File: config.mk
export PLATFORM = sky130hd
export DESIGN_NAME = alu_result_stage
export DESIGN_NICKNAME = d
export VERILOG_FILES = /design/src/rtl/alu_result_stage.sv
export SDC_FILE = /design/constraint.sdc
export NUM_CORES = 1
export LEC_CHECK = 0
export CORE_UTILIZATION = 47
export DETAILED_ROUTE_END_ITERATION = 7
export PLACE_DENSITY = 0.79
export SLEW_MARGIN = 10
export SYNTH_ARGS = -nofsm -noshare
export SYNTH_HDL_FRONTEND = slang
export SYNTH_SLANG_ARGS = --single-unit
File: constraint.sdc
create_clock -name Clk -period 2.2 [get_ports Clk]
set_input_delay 0.33 -clock Clk [delete_from_list [all_inputs] [get_ports Clk]]
set_output_delay 0.33 -clock Clk [all_outputs]
set_load 0.02 [all_outputs]
File: src/rtl/alu_result_stage.sv
// Result stage behind the 8-bit ALU: architectural Zero/LT flags, a 2-entry
// skid buffer ahead of register-file writeback, and a forwarding lookup.
module alu_result_stage #(
  parameter int DEPTH = 2,
  parameter int DW    = 8,
  parameter int AW    = 3
) (
  input  logic          Clk,
  input  logic          Reset,
  input  logic          InValid,
  output logic          InReady,
  input  logic [DW-1:0] AluOut,
  input  logic          AluZero,
  input  logic          AluLT,
  input  logic [AW-1:0] InDest,
  input  logic          InWrEn,
  input  logic          InSetFlags,
  output logic          OutValid,
  input  logic          OutReady,
  output logic [DW-1:0] WrData,
  output logic [AW-1:0] WrAddr,
  output logic          WrEn,
  output logic          ZeroFlag,
  output logic          LTFlag,
  input  logic [AW-1:0] FwdAddr,
  output logic          FwdHit,
  output logic [DW-1:0] FwdData
);

  logic [DW-1:0] r_data [DEPTH];
  logic [AW-1:0] r_dest [DEPTH];
  logic          r_wren [DEPTH];
  logic          r_wrp;
  logic          r_rdp;
  logic [1:0]    r_count;
  logic          r_zero;
  logic          r_lt;

  logic          w_push;
  logic          w_pop;
  logic          w_full;
  logic          w_empty;
  logic          w_yng;
  logic          w_yng_hit;
  logic          w_old_hit;

  assign w_full  = (r_count == 2'(DEPTH));
  assign w_empty = (r_count == 2'd0);
  assign w_push  = InValid & ~w_full;
  assign w_pop   = ~w_empty & OutReady;

  always_ff @(posedge Clk or negedge Reset) begin
    if (!Reset) begin
      r_data[0] <= '0;
      r_data[1] <= '0;
      r_dest[0] <= '0;
      r_dest[1] <= '0;
      r_wren[0] <= 1'b0;
      r_wren[1] <= 1'b0;
      r_wrp     <= 1'b0;
      r_rdp     <= 1'b0;
      r_count   <= '0;
      r_zero    <= 1'b0;
      r_lt      <= 1'b0;
    end else begin
      if (w_push) begin
        r_data[r_wrp] <= AluOut;
        r_dest[r_wrp] <= InDest;
        r_wren[r_wrp] <= InWrEn;
        r_wrp         <= ~r_wrp;
        if (InSetFlags) begin
          r_zero <= AluZero;
          r_lt   <= AluLT;
        end
      end
      if (w_pop) begin
        r_rdp <= ~r_rdp;
      end
      unique case ({w_push, w_pop})
        2'b10:   r_count <= r_count + 2'd1;
        2'b01:   r_count <= r_count - 2'd1;
        default: r_count <= r_count;
      endcase
    end
  end

  assign InReady  = ~w_full;
  assign OutValid = ~w_empty;
  assign WrData   = r_data[r_rdp];
  assign WrAddr   = r_dest[r_rdp];
  assign WrEn     = ~w_empty & r_wren[r_rdp];
  assign ZeroFlag = r_zero;
  assign LTFlag   = r_lt;

  // Youngest entry sits just behind the write pointer; with one entry it is
  // also the head, so the older slot only counts when the buffer is full.
  assign w_yng     = ~r_wrp;
  assign w_yng_hit = ~w_empty & r_wren[w_yng] & (r_dest[w_yng] == FwdAddr);
  assign w_old_hit = w_full   & r_wren[r_rdp] & (r_dest[r_rdp] == FwdAddr);

  always_comb begin
    FwdHit  = 1'b0;
    FwdData = '0;
    if (w_yng_hit) begin
      FwdHit  = 1'b1;
      FwdData = r_data[w_yng];
    end else if (w_old_hit) begin
      FwdHit  = 1'b1;
      FwdData = r_data[r_rdp];
    end
  end

endmodule

==> results of run 1 <==
[Yosys cell counts (all sizes together)]
cell	count
nor2b	1
nand3	2
nand4	4
nor3b	1
mux2	37
a22o	8
xnor2	6
ha	1
inv	2
nor2	6
mux2i	7
clkbuf	1
buf	5
dfrtp	30
nor3	1
nand2b	1
nand2	2
xor2	5
[timing repair]
item,in CTS,in global routing
hold endpoints to repair,0,0
hold buffers,0,0
setup endpoints to repair,18,10
resized for setup,64,5
setup buffers,1,1
pin swaps,9,8
[power groups by stage]
stage | combinational [mW] | clock [mW] | sequential (mW)
final | 2.25 | 0.318 | 1.09
after global routing | 2.39 | 0.351 | 1.13
after floorplan | 1.43 | 0 | 1.02
after detailed placement | 2.23 | 0 | 1.09
after global placement | 2.19 | 0 | 1.07
after CTS | 2.23 | 0.330 | 1.08
[flip-flops by register name, summed over array words and instances (netlist names)]
signal,cells
r_data,16
r_dest,6
r_count,2
r_wren,2
LTFlag,1
ZeroFlag,1
r_rdp,1
r_wrp,1
[routing by layer]
| layer | vias up | global-route usage |
|---|---|---|
| met5 | - | 0 |
| met1 | 579 | 0.242 |
| li1 | 563 | - |
| met4 | 0 | 0.0498 |
| met2 | 33 | 0.383 |
| met3 | 2 | 0.0618 |
[metrics by stage]
step	setup slack, ns	cells	power, mW	instance area, µm²	hold WS [ns]
2_1_floorplan	0.148	120	2.45	1600	0.0344
3_3_place_gp	-0.522	222	3.26	2210	0.490
3_5_place_dp	-0.545	222	3.33	2210	0.499
4_1_cts	-0.319	228	3.65	2290	0.385
5_1_grt	-0.431	229	3.87	2310	0.408
6_report	-0.303	229	3.66	2310	0.382
[worst min-delay path by stage]
| stage | startpoint | end | slack [ns] | cells past startpoint |
|---|---|---|---|---|
| 6_report | Reset | LTFlag | 0.38 | 2 |
| 2_1_floorplan | Reset | LTFlag | 0.03 | 0 |
| 5_1_grt | Reset | ZeroFlag | 0.41 | 2 |
| 3_5_place_dp | ZeroFlag | ZeroFlag | 0.50 | 1 |
| 3_3_place_gp | LTFlag | LTFlag | 0.49 | 1 |
| 4_1_cts | Reset | ZeroFlag | 0.39 | 2 |
[cell type report]
type                            instances  area, µm²  area share
Multi-Input combinational cell         82        838       0.362
Sequential cell                        30        753       0.326
Timing Repair Buffer                   65        608       0.263
Tap cell                               44       55.1      0.0238
Clock buffer                            6       51.3      0.0222
Inverter                                2       7.51     0.00324
[cell families (layout without fill, tap and decap cells)]
logic type,Yosys count,count (layout),synth area share
compound gates,8,8,0.0437
xor+xnor,11,11,0.0742
fa+ha+maj,1,1,0.00781
buf+inv,8,73,0.0304
flops,30,30,0.468
mux,44,44,0.315
simple gates,18,18,0.0601
==> results.py, run 1 <==
metrics = {
    "cells_and_area": {
        "final_cell_mix": "mux2_2, dfrtp_1, clkdlybuf4s50_1",
        "insertedDiodeCount": 0,
        "postLayoutCoreUtil": 0.734,
        "final_common_cell": "mux2_2",
        "layout.nets": 209,
        "drive_above_1_share": 0.432,
        "syn_to_final_growth_pct": 44.3,
        "fill_cells": 240,
    },
    "sta": {
        "setup_tns_ns": -2.30,
        "worst_slew_pin_slew_ns": 0.376,
        "relSlewSlack": 0.750,
        "min_period_ns": 2.50,
        "skew_ns": 0.0103,
        "slew_violations": 0,
        "fmax_mhz": 400,
        "hold_violations": 0,
        "setup_slack_ns": -0.303,
        "finalCritPeriodShare": 1.14,
        "rsz0062_at_grt": "true",
        "setup_viol_count_final": 8,
    },
    "die": {
        "chipWidth_um": 60.4,
        "core-area_mm2": 0.00315,
        "die_y_um": 60.4,
        "num_rows": 20,
        "io_pins": 47,
        "start_util": 0.508,
        "die_area_mm2": 0.00365,
    },
    "grt": {
        "antenna_found_initial": 0,
        "overflow": 0,
        "grt_pass1_vias": 1213,
        "track_usage": 0.210,
        "grt_max_degree": 31,
        "grt_pass1_wl_um": 5460,
    },
    "power_and_ir_drop": {
        "ir_drop_uv": 977,
        "p_seq_frac": 0.298,
        "netSwitchingFraction": 0.390,
        "p_clk_frac": 0.087,
        "pwr_density_cell_mw_per_mm2": 1580,
        "total_leakage_power_nw": 1.03,
        "switchingPower_mw": 1.43,
        "combPwrFrac": 0.615,
        "p_int_mw": 2.23,
    },
    "worst_setup_path": {
        "crit_buf_inv": 1,
        "rr_endpoint": "r_data[0]",
        "path_delay_family": "multiplexers",
        "rr_worst_depth": 5,
        "cp_max_fo": 8,
        "arrival_ns": 2.17,
        "worstSetupStartpoint": "r_rdp",
        "cp-start-kind": "flip-flop",
        "cp-end-kind": "output pin",
        "path_class": "flip-flop to output pin",
        "critPathSlowestCell": "dfrtp_2",
        "crit_cells": 6,
        "max_stage_delay_ns": 0.48,
        "regToRegSetupSlack_ns": 0.51,
        "r2r_start": "r_count[0]",
        "crit_chain": "mux2_4 -> xnor2_4 -> nand4_1 -> mux2i_4 -> a22o_1 -> buf_6",
        "critPathRequiredTime_ns": 1.87,
        "cp-endpoint": "FwdData[6]",
    },
    "synthesis": {
        "yosysTopAreaCell": "dfrtp_1",
        "yosys.area.top_type_share": 0.468,
        "yosys_register_bits": 30,
        "mappedNetlistArea_mm2": 0.00160,
        "ys_types": 23,
        "syn_avg_cell_area_um2": 13.4,
        "synthTopCellsByArea": "dfrtp_1, mux2_2, a22o_1",
        "ys_seq_area_frac": 0.468,
        "synth_nets": 143,
        "netlist_instances": 120,
        "yosysWarningCount": 0,
    },
    "clocking": {
        "cts_tree": "built",
        "clkTransAtPathRegs_ns": 0.09,
        "numCtsBuffers": 5,
        "cts_sinks": 30,
        "root_buffer": "clkbuf_4",
        "clock_path_buffers": 2,
        "clk_latency_ns": 0.32,
        "htreeDepth": 2,
    },
    "route": {
        "met2RoutedLength_um": 1880,
        "dr.pass1.iters": 2,
        "via_count": 1177,
        "wl_met3_um": 155,
        "wl_per_cell_um": 15.4,
        "met1_length_um": 1460,
        "drcViolationCount": 0,
        "drt_iter0_markers": 22,
        "via_per_inst": 5.14,
        "ant_nets": 0,
        "wirelength_um": 3520,
        "top_layer": "met4",
    },
    "flow_run": {
        "max_cap_viol_count": 0,
    },
    "status": {
        "violations": "setup timing",
        "status": "finished, violations left",
    },
    "placement": {
        "dp_hpwl_um": 2560,
        "numPortBuffers": 46,
        "routabilityCongestion": 0.715,
    },
    "min_path": {
        "hp-class": "primary input to async pin",
    },
}
(Power assumes the default switching activity.)
==> run 2, diff against run 1 <==
--- a/config.mk
+++ b/config.mk
@@ -5,6 +5,7 @@
 export SDC_FILE = /design/constraint.sdc
 export NUM_CORES = 1
 export LEC_CHECK = 0
+export CORE_MARGIN = 4
 export CORE_UTILIZATION = 47
 export DETAILED_ROUTE_END_ITERATION = 7
 export PLACE_DENSITY = 0.79
==> run 2 against run 1 <==
Effect of this change: the run still ends with setup timing left; combinational power hardly changed; via count grew 0.85%; setup slack improved by 0.051 ns; routed wire length grew 1.6%; critical path depth up 1; highest routed layer unchanged; non-clock buffer count unchanged; clock-buffer cell count unchanged; clock skew is 0.00098 ns higher; utilization decreased by 0.24 points.
==> results.py, run 2 (synthesis results as in run 1) <==
metrics = {
    "die": {
        "die_area_mm2": 0.00441,
        "io_pins": 47,
        "num_rows": 20,
        "die_y_um": 66.4,
        "chipWidth_um": 66.4,
        "start_util": 0.508,
        "core-area_mm2": 0.00315,
    },
    "sta": {
        "setup_tns_ns": -1.95,
        "fmax_mhz": 408,
        "skew_ns": 0.0113,
        "relSlewSlack": 0.762,
        "min_period_ns": 2.45,
        "worst_slew_pin_slew_ns": 0.347,
        "rsz0062_at_grt": "true",
        "slew_violations": 0,
        "hold_ws_ns": 0.376,
        "setup_viol_count_final": 9,
        "finalCritPeriodShare": 1.11,
        "setup_slack_ns": -0.252,
        "hold_violations": 0,
    },
    "clocking": {
        "clock_path_buffers": 2,
        "htreeDepth": 2,
        "clkTransAtPathRegs_ns": 0.09,
        "cts_hold_buf": 0,
        "cts_sinks": 30,
        "cts_tree": "built",
        "numCtsBuffers": 5,
        "root_buffer": "clkbuf_4",
        "clk_latency_ns": 0.33,
    },
    "power_and_ir_drop": {
        "total_leakage_power_nw": 1.02,
        "ir_drop_uv": 789,
        "pwr_density_cell_mw_per_mm2": 1580,
    },
    "cells_and_area": {
        "post-route-cell-area_mm2": 0.00231,
        "layout.nets": 209,
        "final_common_cell": "mux2_2",
        "final_cell_mix": "mux2_2, clkdlybuf4s50_1, dfrtp_1",
        "insertedDiodeCount": 0,
        "fill_cells": 256,
        "largestRegisters": "r_data (16), r_dest (6)",
        "drive_above_1_share": 0.427,
        "syn_to_final_growth_pct": 43.9,
        "top_register": "r_data",
        "largest_register_ffs": 16,
    },
    "route": {
        "drcViolationCount": 0,
        "dr.pass1.iters": 4,
        "wl_per_cell_um": 15.6,
        "via_count": 1187,
        "via_per_inst": 5.18,
        "drt_iter0_markers": 5,
        "ant_nets": 0,
        "wirelength_um": 3570,
    },
    "placement": {
        "dp_hpwl_um": 2730,
        "routabilityCongestion": 0.805,
        "dpl_cell_area_mm2": 0.00220,
        "numPortBuffers": 46,
        "place_ws_ns": -0.563,
    },
    "grt": {
        "overflow": 0,
        "grt_max_degree": 31,
        "antenna_found_initial": 0,
        "grt_pass1_vias": 1346,
        "grt_pass1_wl_um": 6280,
        "track_usage": 0.190,
    },
    "worst_setup_path": {
        "rr_worst_depth": 5,
        "arrival_ns": 2.12,
        "cp-start-kind": "flip-flop",
        "r2r_start": "r_count[0]",
        "cp-end-kind": "output pin",
        "max_stage_delay_ns": 0.48,
        "cp_max_fo": 8,
        "rr_endpoint": "r_data[7]",
        "crit_chain": "mux2_4 -> xnor2_4 -> nand4_1 -> mux2i_2 -> buf_6 -> a22o_1 -> buf_6",
        "cp_common_cell": "buf_6",
        "critPathSlowestCell": "dfrtp_2",
        "worstSetupStartpoint": "r_rdp",
        "critPathRequiredTime_ns": 1.87,
        "path_class": "flip-flop to output pin",
        "cp-endpoint": "FwdData[5]",
        "regToRegSetupSlack_ns": 0.51,
    },
    "status": {
        "violations": "setup timing",
        "status": "finished, violations left",
    },
    "flow_run": {
        "max_cap_viol_count": 0,
    },
    "min_path": {
        "hp-class": "primary input to async pin",
    },
}
==> run 2: timing repair <==
action | in CTS | in global routing
buffers inserted | 1 | 1
resized for setup | 56 | 9
endpoints found under the setup margin | 18 | 10
pin swaps | 2 | 7
==> run 2: cell type report <==
cell class | count | area (µm²) | area share
clock buffers | 6 | 51.3 | 0.0222
inverters | 2 | 7.51 | 0.00326
well taps | 44 | 55.1 | 0.0239
flip-flops and latches | 30 | 753 | 0.327
repair buffers | 65 | 602 | 0.261
multi-input cells | 82 | 837 | 0.363
==> run 2: worst max-delay path, delay by kind of cell, from the launching register on <==
family / cells / cell delay [ns]
xor+xnor: 1 / 0.16
flops: 1 / 0.48
simple gates: 1 / 0.14
buf+inv: 2 / 0.28
compound gates: 1 / 0.17
mux: 2 / 0.55
==> run 2: power breakdown <==
group	switching (mW)	total (mW)	internal, mW
Combinational	1.01	2.25	1.24
Sequential	0.231	1.08	0.844
Clock	0.173	0.317	0.144
==> run 2: metrics by stage <==
stage	cells	power, mW	utilization
after floorplan	120	2.45	-
after global routing	229	3.90	0.731
final	229	3.64	0.731
after detailed placement	221	3.33	0.699
after global placement	221	3.26	0.699
after CTS	228	3.66	0.723
==> run 2: worst min-delay path by stage <==
stage,startpoint,endpoint,depth (start not counted)
CTS,Reset,LTFlag,2
detailed placement,LTFlag,LTFlag,1
global route,Reset,LTFlag,2
finish,Reset,LTFlag,2
floorplan,Reset,LTFlag,0
global placement,LTFlag,LTFlag,1
==> run 2: routing by layer <==
metal	vias up	track usage	wire, µm
met5	-	0	0
met4	0	0.0736	53
met3	7	0.0544	210
met2	33	0.332	1840
met1	582	0.217	1470
li1	565	-	-
